### src/rtl/qeciphy_tx_aligngen.sv
`default_nettype none
// ============================================================================
// Module      : qeciphy_tx_aligngen
// Description : Transmit-side comma framer for the GT TX datapath. Emits a
//               K28.5 comma word in slot 0 of every PATTERN_PERIOD-word
//               period so the far-end byte aligner can find and keep the
//               word boundary. Once the far end reports alignment, user
//               words are multiplexed into the non-comma slots.
// Ports       : clk, rst_n      - TX user clock, async active-low reset
//               i_enable        - link enable (low forces IDLE)
//               i_tx_rdy        - GT TX ready (low forces IDLE)
//               i_align_done    - far-end alignment confirmed (level, clk domain)
//               i_tx_tdata/i_tx_tvalid/o_tx_tready - user word handshake
//               o_tx_data       - registered word to GT TXDATA
//               o_tx_charisk    - registered TXCHARISK (4'b0001 on comma)
//               o_aligning      - registered, high while in ALIGN
//               o_data_mode     - registered, high while in DATA
// Revision    : 1.0 - initial release
// ============================================================================
module qeciphy_tx_aligngen #(
  parameter int                    DATA_WIDTH     = 32,
  parameter int                    PATTERN_PERIOD = 1024,
  parameter logic [DATA_WIDTH-1:0] IDLE_WORD      = '0
) (
  input  logic                  clk,
  input  logic                  rst_n,
  input  logic                  i_enable,
  input  logic                  i_tx_rdy,
  input  logic                  i_align_done,
  input  logic [DATA_WIDTH-1:0] i_tx_tdata,
  input  logic                  i_tx_tvalid,
  output logic                  o_tx_tready,
  output logic [DATA_WIDTH-1:0] o_tx_data,
  output logic [3:0]            o_tx_charisk,
  output logic                  o_aligning,
  output logic                  o_data_mode
);

  localparam int                    CNT_W      = $clog2(PATTERN_PERIOD);
  localparam logic [CNT_W-1:0]      LAST_SLOT  = CNT_W'(PATTERN_PERIOD - 1);
  localparam logic [DATA_WIDTH-1:0] COMMA_WORD = DATA_WIDTH'(32'h0000_00BC);
  localparam logic [3:0]            COMMA_K    = 4'b0001;

  typedef enum logic [1:0] {
    ST_IDLE  = 2'd0,
    ST_ALIGN = 2'd1,
    ST_DATA  = 2'd2
  } state_t;

  state_t           state;
  logic [CNT_W-1:0] slot_cnt;
  logic             link_up;

  assign link_up = i_enable & i_tx_rdy;

  // Slot 0 always carries the comma, so the user is stalled there. The
  // enables are included directly so tready drops in the same cycle the
  // link goes down, before the state register catches up.
  assign o_tx_tready = (state == ST_DATA) & (slot_cnt != '0) & link_up;

  always_ff @(posedge clk or negedge rst_n) begin
    if (!rst_n) begin
      state        <= ST_IDLE;
      slot_cnt     <= '0;
      o_tx_data    <= IDLE_WORD;
      o_tx_charisk <= 4'b0000;
      o_aligning   <= 1'b0;
      o_data_mode  <= 1'b0;
    end else if (!link_up) begin
      // Link loss wins over everything, including mid-period aborts.
      state        <= ST_IDLE;
      slot_cnt     <= '0;
      o_tx_data    <= IDLE_WORD;
      o_tx_charisk <= 4'b0000;
      o_aligning   <= 1'b0;
      o_data_mode  <= 1'b0;
    end else begin
      case (state)
        ST_IDLE: begin
          // Counter stays at 0 so the first ALIGN word is the slot-0 comma.
          state        <= ST_ALIGN;
          slot_cnt     <= '0;
          o_tx_data    <= IDLE_WORD;
          o_tx_charisk <= 4'b0000;
          o_aligning   <= 1'b1;
          o_data_mode  <= 1'b0;
        end
        ST_ALIGN, ST_DATA: begin
          slot_cnt <= (slot_cnt == LAST_SLOT) ? '0 : slot_cnt + CNT_W'(1);

          if (slot_cnt == '0) begin
            o_tx_data    <= COMMA_WORD;
            o_tx_charisk <= COMMA_K;
          end else if ((state == ST_DATA) && i_tx_tvalid) begin
            o_tx_data    <= i_tx_tdata;
            o_tx_charisk <= 4'b0000;
          end else begin
            o_tx_data    <= IDLE_WORD;
            o_tx_charisk <= 4'b0000;
          end

          // Switch to DATA only at the period boundary so the comma
          // cadence seen by the far end is never disturbed.
          if ((state == ST_ALIGN) && i_align_done && (slot_cnt == LAST_SLOT)) begin
            state       <= ST_DATA;
            o_aligning  <= 1'b0;
            o_data_mode <= 1'b1;
          end
        end
        default: begin
          state        <= ST_IDLE;
          slot_cnt     <= '0;
          o_tx_data    <= IDLE_WORD;
          o_tx_charisk <= 4'b0000;
          o_aligning   <= 1'b0;
          o_data_mode  <= 1'b0;
        end
      endcase
    end
  end

endmodule
`default_nettype wire

### config.mk
export PLATFORM = sky130hd
export DESIGN_NAME = qeciphy_tx_aligngen
export DESIGN_NICKNAME = d
export VERILOG_FILES = /design/src/rtl/qeciphy_tx_aligngen.sv
export SDC_FILE = /design/constraint.sdc
export NUM_CORES = 1
export LEC_CHECK = 0
export CORE_ASPECT_RATIO = 2
export CORE_MARGIN = 10
export CORE_UTILIZATION = 25
export CTS_CLUSTER_SIZE = 14
export DETAILED_ROUTE_END_ITERATION = 6
export GPL_ROUTABILITY_DRIVEN = 0
export PLACE_DENSITY = 0.63
export SLEW_MARGIN = 0
export SYNTH_ARGS = -nofsm -noshare
export SYNTH_HDL_FRONTEND = slang
export SYNTH_SLANG_ARGS = --single-unit
export TNS_END_PERCENT = 5
### constraint.sdc
create_clock -name clk -period 3.5 [get_ports clk]
set_clock_uncertainty 0.1 [all_clocks]
set_input_delay 0.875 -clock clk [delete_from_list [all_inputs] [get_ports clk]]
set_output_delay 0.875 -clock clk [all_outputs]
set_load 0.005 [all_outputs]
==> flow_summary.yaml <==
layout:
  drive_gt1_share_pct: 5.882
  area_delta_synth_final_pct: 51.96
  layout.nets: 263
  diodes: 0
  fillers: 677
  seq_area_sq_um: 1126
  multi_input_area_sq_um: 588.1
timing:
  fin_crit_sh_pct: 90.03
  worst_pin_slew_ns: 1.015
  fin_crit_ns: 3.151
  setup_violations: 0
  slew_headroom_pct: 32.35
  fin_ws_ns: 0.3488
  fmax_mhz: 317.3
  rsz0062_at_grt: "no"
  tns_ns: 0
  drv_slew: 0
  finalHoldViolCount: 0
logic_synthesis:
  synth.top_cell.area_share_pct: 63.03
  synth_cells: 148
  synth_edf_count: 0
  async_reset_ff_share_pct: 100.0
  synth_cell_types: 33
  synth-seq-area-share_pct: 63.03
  yosys_warnings: 0
  synthTopCellsByCount: "dfrtp_1 (45), and2_1 (27), nor2_1 (9)"
  synth_ff_type: "dfrtp_1"
  yosys.cell_count.top_type: "dfrtp_1"
  synthTopCellsByArea: "dfrtp_1 (63%), and2_1 (9.5%), ha_1 (3.5%), a21o_1 (2.1%), nand3_1 (2.0%)"
  syn_area_per_cell_sq_um: 12.07
  synth-seq-cells: 45
  synth_area_sq_um: 1787
  synth_top_cell_by_area: "dfrtp_1"
clock_tree:
  clockBufferDepth: 2
  cts_tree: "built"
  numCtsBuffers: 5
  htree_levels: 2
  cts_sinks: 45
  cts_setup_buffers: 0
  cts_hold_buf: 0
  clkLatencyLatePin_ns: 0.29
  clkTransAtPathRegs_ns: 0.06
  cts-resized-gates: 0
  root_buffer: "clkbuf_16"
floorplan:
  die_h_microns: 139.6
  rows: 43
  die_area_sq_um: 11130
  die_x_microns: 79.78
  core-area_sq_um: 6940
  ioPinCount: 77
  start_util_pct: 25.74
routing:
  num_vias: 1296
  dr.pass1.iters: 4
  wire_per_inst_microns: 15.00
  ant_nets: 0
  drc: 0
  wirelength_microns: 4664
  drt_iter0_drc: 54
  vias_per_cell: 4.167
power_and_ir_drop:
  cellLeakagePower_nw: 1.216
  totalPowerFinal_w: 0.001046
  ir_drop_uv: 313.5
  power_density_nw_per_um2: 385.3
setup_path:
  start_kind: "primary input"
  crit_fanout: 3
  worstPathArrival_ns: 2.18
  endpoint_kind: "output port"
  crit_required_ns: 2.52
  criticalPathCategory: "in -> out"
job:
  cap_violations: 0
placed_design:
  dp_hpwl_microns: 3635
  portBuffers: 73
  pre_cts_ws_ns: 0.3549
global_route:
  grt_pass1_wl_microns: 7224
  grt_pass1_vias: 1398
  grt-ovfl-total: 0
  antenna_found_initial: 0
  grt_start_max_net_pins: 46
  gr-usage-all-layers_pct: 8.551
status:
  status: "finished, final reports clean"
worst_hold_path:
  min_path_type: "reg -> reg"
where the power goes:
| group | total, W | leakage, nW | internal, W | switching, W |
|---|---|---|---|---|
| Combinational | 0.0000643 | 0.527 | 0.0000425 | 0.0000218 |
| Clock | 0.000457 | 0.0631 | 0.000265 | 0.000193 |
| Sequential | 0.000524 | 0.627 | 0.000523 | 0.00000140 |
through the flow:
step / util, % / std cells / instance area (sq um) / hold WS, ns
global route: 39.12 / 311 / 2715 / 0.4541
finish: 39.12 / 311 / 2715 / 0.4049
detailed placement: 37.05 / 303 / 2571 / 0.3947
global placement: 37.05 / 303 / 2571 / 0.3901
floorplan: - / 150 / 1794 / 0.3677
CTS: 39.12 / 311 / 2715 / 0.4067
critical path, cell delays in order:
cell             delay, ns
clkdlybuf4s50_1       0.51
and3_1                0.16
nor2b_1               0.12
clkdlybuf4s50_1       0.51
registers in the layout, indices dropped and copies added (netlist names):
| register | flops |
|---|---|
| o_tx_data | 32 |
| slot_cnt | 10 |
| o_tx_charisk | 1 |
| state | 1 |
| o_data_mode | 1 |
logic make-up after synthesis:
| family | share of synthesized area [%] |
|---|---|
| xor gates and xnor gates | 2.451 |
| adders and majority gates | 3.501 |
| AOI/OAI and AO/OA | 5.883 |
| and+or+nand+nor | 20.45 |
| DFF | 63.03 |
| other | 0.2099 |
| buffers and inverters | 4.481 |
cell usage in the layout, fill, tap and decap left out:
cell | Yosys | layout
nor4_1 | 2 | 2
a21o_1 | 5 | 5
nand3_1 | 7 | 7
clkbuf_1 | 2 | 1
and4b_1 | 1 | 1
and3_2 | 1 | 1
o21ai_0 | 3 | 3
clkbuf_16 | 0 | 5
o21bai_1 | 1 | 1
ha_1 | 5 | 5
and3_1 | 3 | 3
or3_2 | 2 | 2
clkdlybuf4s50_1 | 0 | 72
inv_1 | 5 | 5
nor2_1 | 9 | 9
nand4_2 | 1 | 1
nor2b_1 | 2 | 2
buf_2 | 3 | 1
nor2b_4 | 1 | 1
clkinvlp_4 | 0 | 2
xnor2_1 | 2 | 2
dfrtp_1 | 45 | 45
nor3_1 | 1 | 1
xor2_1 | 3 | 3
o31ai_1 | 1 | 1
and2_1 | 27 | 27
conb_1 | 1 | 3
or3_1 | 1 | 1
nand2_1 | 2 | 2
a41oi_1 | 1 | 1
or2_1 | 1 | 1
a21oi_1 | 4 | 4
o2111ai_1 | 1 | 1
path summary, 6_finish.rpt:
check / startpoint / to / slack [ns] / cells after the start
setup reg to reg: state[0] / o_tx_data[11] / 1.57 / 6
hold reg to reg: slot_cnt[0] / slot_cnt[0] / 0.40 / 1
min in group asynchronous: rst_n / o_tx_data[13] / 0.66 / 1
setup / recovery: i_tx_rdy / o_tx_tready / 0.35 / 4
hold / removal: slot_cnt[0] / slot_cnt[0] / 0.40 / 1
max in group asynchronous: rst_n / o_tx_data[27] / 2.01 / 1
layer usage:
| metal | GRT usage [%] | vias up | wire [microns] |
|---|---|---|---|
| li1 | - | 617 | - |
| met3 | 2.903 | 8 | 356 |
| met2 | 15.68 | 46 | 2635 |
| met5 | 0 | - | 0 |
| met4 | 5.504 | 0 | 148 |
| met1 | 7.427 | 625 | 1523 |
final cells by class:
cell class / instances / share of cell area (%)
inverters: 5 / 0.6912
repair buffers: 73 / 26.73
clock inverters: 2 / 0.5530
flip-flops and latches: 45 / 41.47
clock buffers: 6 / 4.747
multi-input cells: 90 / 21.66
well taps: 90 / 4.147
Note: power is estimated with default switching activity, not from simulation.
